### config.mk
export PLATFORM = sky130hd
export DESIGN_NAME = cond_logic
export DESIGN_NICKNAME = d
export VERILOG_FILES = /design/src/rtl/cond_logic.sv
export SDC_FILE = /design/constraint.sdc
export NUM_CORES = 1
export LEC_CHECK = 0
export BUFFER_PORTS_ARGS = -buffer_cell sky130_fd_sc_hd__buf_2
export CAP_MARGIN = 40
export CORE_MARGIN = 1
export CORE_UTILIZATION = 40
export CTS_CLUSTER_DIAMETER = 120
export DETAILED_ROUTE_END_ITERATION = 12
export HOLD_SLACK_MARGIN = 0.02
export PLACE_DENSITY = 0.67
export SLEW_MARGIN = 20
export SYNTH_ARGS = -nofsm -noshare
export SYNTH_HDL_FRONTEND = slang
export SYNTH_SLANG_ARGS = --single-unit
### constraint.sdc
create_clock -name clk -period 6.9 [get_ports clk]
set_clock_uncertainty 0.2 [all_clocks]
set_input_delay 1.38 -clock clk [delete_from_list [all_inputs] [get_ports clk]]
set_output_delay 1.38 -clock clk [all_outputs]
set_load 0.02 [all_outputs]
### src/rtl/cond_logic.sv
// ARM-style condition check and flag register with a stall handshake for multi-cycle ALU ops.
// Single-cycle ops write Flags one edge after issue; multi-cycle ops hold Stall until ALUDone.
module cond_logic (
  input  logic       clk,
  input  logic       reset,
  input  logic [3:0] Cond,
  input  logic [3:0] ALUFlags,
  input  logic [1:0] FlagW,
  input  logic       PCS,
  input  logic       RegW,
  input  logic       MemW,
  input  logic       NoWrite,
  input  logic       Start,
  input  logic       ALUDone,
  output logic       PCSrc,
  output logic       RegWrite,
  output logic       MemWrite,
  output logic       CondEx,
  output logic       Stall,
  output logic [3:0] Flags
);

  typedef enum logic {S_IDLE, S_WAIT} state_t;

  state_t     state;
  logic [1:0] pend_flagw;
  logic       pend_pcs;
  logic       pend_regw;
  logic       pend_memw;
  logic       cond_ex;

  logic flag_n, flag_z, flag_c, flag_v;
  assign {flag_n, flag_z, flag_c, flag_v} = Flags;

  always_comb begin
    cond_ex = 1'b0;
    case (Cond)
      4'b0000: cond_ex = flag_z;
      4'b0001: cond_ex = !flag_z;
      4'b0010: cond_ex = flag_c;
      4'b0011: cond_ex = !flag_c;
      4'b0100: cond_ex = flag_n;
      4'b0101: cond_ex = !flag_n;
      4'b0110: cond_ex = flag_v;
      4'b0111: cond_ex = !flag_v;
      4'b1000: cond_ex = flag_c & !flag_z;
      4'b1001: cond_ex = !flag_c | flag_z;
      4'b1010: cond_ex = (flag_n == flag_v);
      4'b1011: cond_ex = (flag_n != flag_v);
      4'b1100: cond_ex = !flag_z & (flag_n == flag_v);
      4'b1101: cond_ex = flag_z | (flag_n != flag_v);
      4'b1110: cond_ex = 1'b1;
      default: cond_ex = 1'b0;
    endcase
  end

  assign CondEx = cond_ex;

  // Reset gates every enable and Stall so nothing leaks while the block is held.
  always_comb begin
    PCSrc    = 1'b0;
    RegWrite = 1'b0;
    MemWrite = 1'b0;
    Stall    = 1'b0;
    if (reset) begin
      case (state)
        S_IDLE: begin
          if (Start) begin
            Stall = cond_ex;
          end else begin
            PCSrc    = PCS & cond_ex;
            RegWrite = RegW & cond_ex & !NoWrite;
            MemWrite = MemW & cond_ex;
          end
        end
        S_WAIT: begin
          if (ALUDone) begin
            PCSrc    = pend_pcs;
            RegWrite = pend_regw;
            MemWrite = pend_memw;
          end else begin
            Stall = 1'b1;
          end
        end
        default: Stall = 1'b0;
      endcase
    end
  end

  always_ff @(posedge clk or negedge reset) begin
    if (!reset) begin
      state      <= S_IDLE;
      Flags      <= 4'b0000;
      pend_flagw <= 2'b00;
      pend_pcs   <= 1'b0;
      pend_regw  <= 1'b0;
      pend_memw  <= 1'b0;
    end else begin
      case (state)
        S_IDLE: begin
          if (Start) begin
            if (cond_ex) begin
              pend_flagw <= FlagW;
              pend_pcs   <= PCS;
              pend_regw  <= RegW & !NoWrite;
              pend_memw  <= MemW;
              state      <= S_WAIT;
            end
          end else begin
            if (FlagW[1] & cond_ex) Flags[3:2] <= ALUFlags[3:2];
            if (FlagW[0] & cond_ex) Flags[1:0] <= ALUFlags[1:0];
          end
        end
        S_WAIT: begin
          // Condition already passed at issue; completion writes unconditionally.
          if (ALUDone) begin
            if (pend_flagw[1]) Flags[3:2] <= ALUFlags[3:2];
            if (pend_flagw[0]) Flags[1:0] <= ALUFlags[1:0];
            state <= S_IDLE;
          end
        end
        default: state <= S_IDLE;
      endcase
    end
  end

endmodule

==> results of run 1 <==
==> worst register-to-register path, cell delays in order, from the launching register on <==
cell and delay (ns):
dfrtp_1 0.44, xor3_2 0.47, o22ai_2 0.22, a221oi_4 0.12, a21oi_4 0.33, mux2_4 0.33
==> cell families after synthesis <==
family | count (synthesis) | synth area share [%]
compound gates | 23 | 24.51
xor+xnor | 5 | 7.262
buf+inv | 3 | 1.511
flops | 10 | 30.26
mux | 8 | 13.31
simple gates | 33 | 23.15
==> layout by cell type, fill, tap and decap left out, types with 2 or more instances in the layout <==
master | netlist | layout
buf_2 | 1 | 26
dfrtp_1 | 10 | 10
nand2_1 | 8 | 8
o211ai_1 | 7 | 7
nand3_1 | 5 | 5
mux2_4 | 5 | 5
nor2b_1 | 4 | 4
nand4_1 | 4 | 4
or2b_1 | 3 | 3
xnor2_1 | 3 | 3
a21boi_1 | 3 | 3
clkbuf_4 | 0 | 3
nor2_1 | 2 | 2
a21oi_1 | 2 | 2
nor4bb_1 | 2 | 2
o21ai_0 | 2 | 2
o2111ai_1 | 2 | 2
==> power breakdown <==
group	internal, W	total, W	switching (W)	leakage [nW]
logic	0.0000924	0.000180	0.0000873	0.299
clock network	0.0000201	0.0000397	0.0000196	0.0138
registers	0.0000861	0.000122	0.0000358	0.123
total	0.000199	0.000341	0.000143	0.435
==> state kept, by name, summed over array words and instances (netlist names) <==
signal / cells
pend_regw: 1
Flags: 4
pend_flagw: 2
pend_memw: 1
pend_pcs: 1
state: 1
==> area by class of cell <==
type / instances / share of cell area (%)
Multi-Input combinational cell: 69 / 56.37
Timing Repair Buffer: 26 / 13.00
Clock buffer: 3 / 2.250
Tap cell: 27 / 3.375
Sequential cell: 10 / 25.00
==> worst paths after layout <==
kind                              to  slack [ns]  cells past startpoint
setup / recovery            MemWrite        2.33                      7
hold / removal              pend_pcs        0.31                      1
setup reg to reg           pend_memw        4.68                      5
hold reg to reg             pend_pcs        0.31                      1
max in group asynchronous  pend_memw        5.50                      1
min in group asynchronous   Flags[2]        0.78                      1
==> through the flow <==
stage	cell area, sq um	std cells	hold slack [ns]	worst slack [ns]	total power, W
floorplan	827.0	82	0.2826	2.513	0.0002559
global placement	978.4	132	0.2925	2.393	0.0002991
detailed placement	978.4	132	0.2995	2.348	0.0003033
CTS	1001	135	0.3143	2.339	0.0003442
global route	1001	135	0.3342	2.207	0.0003663
finish	1001	135	0.3111	2.326	0.0003414
==> metal layers <==
metal	GRT usage (%)	vias up	wire, um
met5	0	-	0
met2	28.77	25	882
met3	2.264	2	79
li1	-	367	-
met4	6.857	0	12
met1	23.62	344	867
==> cells in the mapped netlist, types with 2 or more instances <==
library cell,n,area share (%)
nor2_1,2,0.91
nand3_1,5,3.0
nand4_1,4,3.0
nand2_1,8,3.6
mux2_4,5,9.1
o2111ai_1,2,2.1
xnor2_1,3,3.2
a21boi_1,3,2.7
dfrtp_1,10,30
nor2b_1,4,3.0
nor4bb_1,2,2.4
or2b_1,3,2.7
o21ai_0,2,1.2
o211ai_1,7,6.4
a21oi_1,2,1.2
==> results.json, run 1 <==
{
  "nNetsFinal": 128,
  "drive_gt1_share_pct": 37.96,
  "grt_pass1_wl_mm": 2.753,
  "cts_max_level": 1,
  "synthFlopType": "dfrtp_1",
  "worst_pin_slew_ns": 0.5264,
  "ys_async_sr_fraction_pct": 100.0,
  "drv_slew": 0,
  "crit_fanout": 7,
  "synth_edf_count": 0,
  "cts_tree": "yes",
  "arrival_ns": 2.99,
  "min_period_ns": 4.574,
  "rsz0062_at_grt": "no",
  "grt.overflow.total": 0,
  "crit_buf_inv": 2,
  "postRouteAntennaNets": 0,
  "cts_buffer_depth": 2,
  "seq_area_sq_um": 250.2,
  "fp.coreArea_sq_mm": 0.001962,
  "p_per_area_mw_per_mm2": 341.0,
  "avgViaCountPerCell": 5.467,
  "grt_usage_pct": 17.64,
  "area_growth_pct": 21.03,
  "cp.required_ns": 5.32,
  "maxCapViolations": 0,
  "diodes": 0,
  "synthesis.nets": 100,
  "multiInputGateArea_sq_um": 564.3,
  "place_hpwl_mm": 1.438,
  "numClockSinks": 10,
  "rows": 16,
  "fin_crit_sh_pct": 66.29,
  "vias": 738,
  "drt_iter0_drc": 22,
  "fin_util_pct": 51.02,
  "tns_ns": 0,
  "first_global_vias": 603,
  "hold_start": "pend_pcs",
  "ir_drop_mv": 0.1801,
  "fillers": 205,
  "startpoint": "Cond[3]",
  "path_class": "primary input to primary output",
  "post-cts-setup-buffers": 0,
  "avgSynthCellArea_sq_um": 10.09,
  "ctsHoldBuffers": 0,
  "critical-path-top-delay-family": "compound AO/OA/AOI/OAI gates",
  "synth_area_sq_um": 827.0,
  "yosysSeqAreaShare_pct": 30.26,
  "setup_viol": 0,
  "cts_root_buffer": "clkbuf_4",
  "critical_path.cell_chain": "buf_2 -> nand2b_2 -> o32ai_1 -> a221o_1 -> o211ai_1 -> a21boi_1 -> buf_2",
  "clk_latency_ns": 0.26,
  "grt_max_degree": 15,
  "synth_seq_cells": 10,
  "cts_resized": 0,
  "die_width_um": 47.47,
  "wire_per_inst_um": 13.64,
  "synth.distinct_cells": 35,
  "startpoint_type": "primary input",
  "io_buffers": 26,
  "max_stage_delay_ns": 0.50,
  "yosysWarnings": 0,
  "hold_path_class": "flop to flop",
  "finalHoldViolCount": 0,
  "status": "completed",
  "critPathCaptureType": "primary output",
  "die_area_sq_mm": 0.002253,
  "num_io_pins": 27,
  "rr_startpoint": "Flags[0]",
  "antenna_found_initial": 0,
  "cp_slowest_cell": "o32ai_1",
  "die_h_um": 47.47,
  "postSynthCellCount": 82,
  "drc_errors": 0,
  "cts_buffers": 3,
  "crit_path_frequent_cell": "buf_2",
  "gp_congestion": 0.8275,
  "p_leak_nw": 0.4354,
  "finalWirelength_mm": 1.842,
  "relSlewSlack_pct": 64.80,
  "first_pass_iters": 4,
  "fmax_mhz": 218.6,
  "clk_pin_slew_ns": 0.07,
  "initial_core_util_pct": 42.16
}
Note: power is estimated with default switching activity, not from simulation.
==> run 2: changes to the inputs <==
- PLACE_DENSITY: 0.67 -> 0.7
- clock period: 6.9 -> 4.19 ns (I/O delays scaled with it)
==> run 2 against run 1 <==
  * Sequential power rose by 65%
  * Die area stayed put
  * First-iteration DRC count is 82% lower
  * Clock-buffer cell count unchanged
  * Clock power is 64% higher
  * Final cell count is the same
  * Hold slack got worse by 0.067 ns
  * Core utilization did not move
  * Flip-flop and latch count unchanged
  * Non-clock buffer count stayed put
  * Worst setup slack worse by 1.6 ns
  * Largest power group unchanged
==> results.json, run 2 (synthesis results as in run 1) <==
{
  "startpoint_type": "primary input",
  "fin_crit_sh_pct": 83.26,
  "arrival_ns": 2.45,
  "drv_slew": 0,
  "top_regs": "Flags: 4 flops, pend_flagw: 2 flops",
  "largest_register_ffs": 4,
  "relSlewSlack_pct": 66.55,
  "cp.required_ns": 3.15,
  "die_area_sq_mm": 0.002253,
  "holdWs_ns": 0.2437,
  "initial_core_util_pct": 42.16,
  "maxCapViolations": 0,
  "cts_buffer_depth": 2,
  "numClockSinks": 10,
  "p_leak_nw": 0.4354,
  "cts_resized": 0,
  "critPathCaptureType": "primary output",
  "p_per_area_mw_per_mm2": 561.4,
  "grtUsageMet3_pct": 2.642,
  "cts_root_buffer": "clkbuf_4",
  "postRouteAntennaNets": 0,
  "cts_max_level": 1,
  "drc_errors": 0,
  "drt_iter0_drc": 4,
  "fmax_mhz": 286.6,
  "reg2reg_depth": 5,
  "num_io_pins": 27,
  "tns_ns": 0,
  "fin_util_pct": 51.02,
  "first_pass_iters": 4,
  "diodes": 0,
  "nNetsFinal": 128,
  "ctsHoldBuffers": 0,
  "vias": 751,
  "top_register": "Flags",
  "grt_busiest_layer": "met2",
  "rows": 16,
  "cts_tree": "yes",
  "hold_path_class": "primary input to async pin",
  "place_inst": 132,
  "die_h_um": 47.47,
  "status": "completed",
  "drive_gt1_share_pct": 37.96,
  "wire_per_inst_um": 13.75,
  "die_width_um": 47.47,
  "post-cts-setup-buffers": 0,
  "finalWirelength_mm": 1.856,
  "grt_util_met2_pct": 29.04,
  "io_buffers": 26,
  "place_ws_ns": 0.7180,
  "place_hpwl_mm": 1.422,
  "final_common_cell": "buf_2",
  "gp_congestion": 0.8339,
  "area_growth_pct": 21.03,
  "finalHoldViolCount": 0,
  "first_global_vias": 643,
  "final_cell_mix": "26 x buf_2, 10 x dfrtp_1, 8 x nand2_1",
  "clk_latency_ns": 0.26,
  "grt.overflow.total": 0,
  "rsz0062_at_grt": "no",
  "clk_pin_slew_ns": 0.07,
  "fin_cells": 135,
  "ir_drop_mv": 0.3143,
  "grt_pass1_wl_mm": 2.829,
  "grt_max_degree": 15,
  "use_met1_pct": 24.42,
  "worst_pin_slew_ns": 0.5003,
  "fin_ws_ns": 0.7013,
  "antenna_found_initial": 0,
  "min_period_ns": 3.489,
  "fillers": 202,
  "grt_usage_pct": 17.57,
  "cts_buffers": 3,
  "path_class": "primary input to primary output",
  "avgViaCountPerCell": 5.563,
  "fp.coreArea_sq_mm": 0.001962,
  "crit_fanout": 7,
  "setup_viol": 0
}
run 2: cell counts in the layout (fill, tap and decap cells not counted):
No cell type changed its count.
run 2: cell type report:
| cell class | instances | area (sq um) | share of cell area (%) |
|---|---|---|---|
| Sequential cell | 10 | 250.2 | 25.00 |
| Clock buffer | 3 | 22.52 | 2.250 |
| Tap cell | 27 | 33.78 | 3.375 |
| Timing Repair Buffer | 26 | 130.1 | 13.00 |
| Multi-Input combinational cell | 69 | 564.3 | 56.37 |
run 2: through the flow:
stage	total power, W	instance area, sq um
6_report	0.0005619	1001
5_1_grt	0.0006030	1001
4_1_cts	0.0005675	1001
3_5_place_dp	0.0005003	978.4
3_3_place_gp	0.0004924	978.4
2_1_floorplan	0.0004215	827.0
run 2: path summary, 6_finish.rpt:
path	from	end	slack, ns
worst max-delay path	Cond[3]	MemWrite	0.70
worst min-delay path	reset	pend_memw	0.24
worst max register to register	Flags[0]	pend_pcs	1.95
worst min register to register	pend_regw	pend_regw	0.32
max in group asynchronous	reset	Flags[0]	3.33
min in group clk	pend_regw	pend_regw	0.32
run 2: metal layers:
layer  part of all wire [%]  vias to the layer above  wire length [um]
li1                       -                      373                 -
met1                     47                      351               864
met2                     48                       25               891
met3                    4.7                        2                87
met4                   0.65                        0                12
met5                      0                        -                 0
run 2: critical path: stages:
cell and delay, ns:
buf_2 0.13, nand2b_2 0.19, o32ai_1 0.48, a221o_1 0.35
o211ai_1 0.12, a21boi_1 0.17, buf_2 0.18
run 2: where the power goes:
group          internal (W)  switching (W)  total [W]
logic              0.000152       0.000143   0.000296
registers          0.000142      0.0000595   0.000201
clock network     0.0000331      0.0000320  0.0000651
==> run 3: changes to the inputs <==
- clock period: 4.19 -> 2.8 ns (I/O delays scaled with it)
==> run 3 against run 2 <==
  * The run now ends with setup timing left
  * Flip-flop and latch count did not move
  * Final cell count rose by 7.4%
  * Non-clock buffer count is 9 higher
  * Register-to-register slack worse by 1.4 ns
  * Critical path type unchanged
  * Highest routed layer unchanged
==> results.json, run 3 (synthesis results as in run 1) <==
{
  "status": "finished, violations left",
  "violations": "setup timing",
  "rsz0062_at_grt": "yes",
  "grt.overflow.total": 0,
  "rows": 16,
  "worst_pin_slew_ns": 0.4682,
  "hold_start": "pend_regw",
  "drive_gt1_share_pct": 46.61,
  "clk_pin_slew_ns": 0.07,
  "cp_slowest_cell": "xor3_2",
  "io_buffers": 26,
  "vias": 782,
  "drv_slew": 0,
  "antenna_found_initial": 0,
  "fin_ws_ns": -0.02378,
  "gp_congestion": 0.7704,
  "cts_buffer_depth": 2,
  "cts_root_buffer": "clkbuf_4",
  "worst_hold_path.num_cells": 1,
  "place_area_sq_mm": 0.001008,
  "fillers": 198,
  "rr_startpoint": "Flags[3]",
  "arrival_ns": 2.06,
  "drt_iter0_drc": 6,
  "finalWirelength_mm": 2.038,
  "top_regs": "Flags: 4 flops, pend_flagw: 2 flops",
  "largest_register_ffs": 4,
  "p_per_area_mw_per_mm2": 849.5,
  "min_period_ns": 2.824,
  "place_inst": 136,
  "final_common_cell": "buf_2",
  "critical_path.cell_chain": "buf_8 -> xor3_2 -> o22ai_4 -> a221o_1 -> o211ai_1 -> a21boi_1 -> buf_4",
  "maxCapViolations": 0,
  "postRouteAntennaNets": 0,
  "die_width_um": 47.47,
  "setup_viol": 3,
  "first_global_vias": 718,
  "numClockSinks": 10,
  "cts_max_level": 1,
  "place_hpwl_mm": 1.519,
  "clk_latency_ns": 0.26,
  "p_leak_nw": 0.4995,
  "power_w": 0.0009640,
  "crit_fanout": 7,
  "cts_tree": "yes",
  "ir_drop_mv": 0.4902,
  "max_stage_delay_ns": 0.42,
  "place_ws_ns": 0.05590,
  "final_cell_mix": "22 x buf_2, 11 x buf_4, 8 x dfrtp_1, 8 x nand2_1, 7 x o211ai_1",
  "reg2reg_depth": 7,
  "cts_buffers": 3,
  "ff2ff_setup_slack_ns": 0.55,
  "top_register": "Flags",
  "grt_pass1_wl_mm": 3.160,
  "cp.required_ns": 2.04,
  "fp.coreArea_sq_mm": 0.001962,
  "finalHoldViolCount": 0,
  "diodes": 0,
  "die_h_um": 47.47,
  "r2r-end": "Flags[2]",
  "grt_max_degree": 15,
  "startpoint_type": "primary input",
  "wire_per_inst_um": 14.06,
  "die_area_sq_mm": 0.002253,
  "fin_crit_sh_pct": 100.8,
  "fmax_mhz": 354.1,
  "initial_core_util_pct": 42.16,
  "fin_area_sq_mm": 0.001135,
  "area_growth_pct": 37.22,
  "min_to": "pend_regw",
  "avgViaCountPerCell": 5.393,
  "holdWs_ns": 0.3137,
  "first_pass_iters": 4,
  "path_class": "primary input to primary output",
  "critPathCaptureType": "primary output",
  "drc_errors": 0,
  "nNetsFinal": 137,
  "hold_path_class": "flop to flop",
  "relSlewSlack_pct": 68.68,
  "fin_cells": 145,
  "num_io_pins": 27,
  "grt_usage_pct": 20.63
}
[run 3: cell count changes in the layout (fill, tap and decap cells not counted), moves of 2 or more]
| cell | previous run | this run |
|---|---|---|
| buf_4 | 0 | 11 |
| buf_2 | 26 | 22 |
| dfrtp_1 | 10 | 8 |
| dfrtp_2 | 0 | 2 |
| xnor2_1 | 3 | 1 |
| xnor2_2 | 0 | 2 |
[run 3: area by class of cell]
cell class,instances,area [sq um],area share [%]
Sequential cell,10,252.7,22.27
Timing Repair Buffer,35,217.7,19.18
Clock buffer,4,36.28,3.197
Tap cell,27,33.78,2.977
Multi-Input combinational cell,69,594.3,52.37
[run 3: worst max-delay path, delay by kind of cell]
family                 cells  cell delay (ns)
XOR/XNOR                   1             0.42
AO/OA/AOI/OAI              4             0.80
buffers and inverters      2             0.28
[run 3: report_power, final]
part	internal (W)	switching, W	total (W)
Clock	0.0000789	0.0000525	0.000131
Sequential	0.000215	0.0000842	0.000299
Combinational	0.000283	0.000251	0.000534
Total	0.000577	0.000387	0.000964
[run 3: timing repair]
action                                  4_1_cts  5_1_grt
hold endpoints to repair                     10        0
buffers inserted                              3        1
hold buffers                                  1        0
pin swaps                                     3        8
resized for setup                             4        9
endpoints found under the setup margin        4        4
[run 3: worst max path at each step]
stage,from,to
after global placement,Cond[0],PCSrc
after floorplan,Cond[0],MemWrite
after global routing,Flags[3],MemWrite
final,Cond[0],MemWrite
after detailed placement,Cond[0],MemWrite
after CTS,Flags[0],PCSrc
[run 3: layer usage]
layer / part of all wire [%] / track usage (%) / vias to the layer above
met4: 0.69 / 8.571 / 0
met1: 45 / 24.42 / 367
met3: 3.8 / 3.019 / 2
met2: 50 / 36.99 / 25
met5: 0 / 0 / -
li1: - / - / 388
[run 3: stage by stage]
step | TNS, ns | utilization [%]
floorplan | 0 | -
global placement | 0 | 51.40
detailed placement | 0 | 51.40
CTS | -0.07435 | 55.55
global route | -0.2965 | 57.84
finish | -0.03335 | 57.84
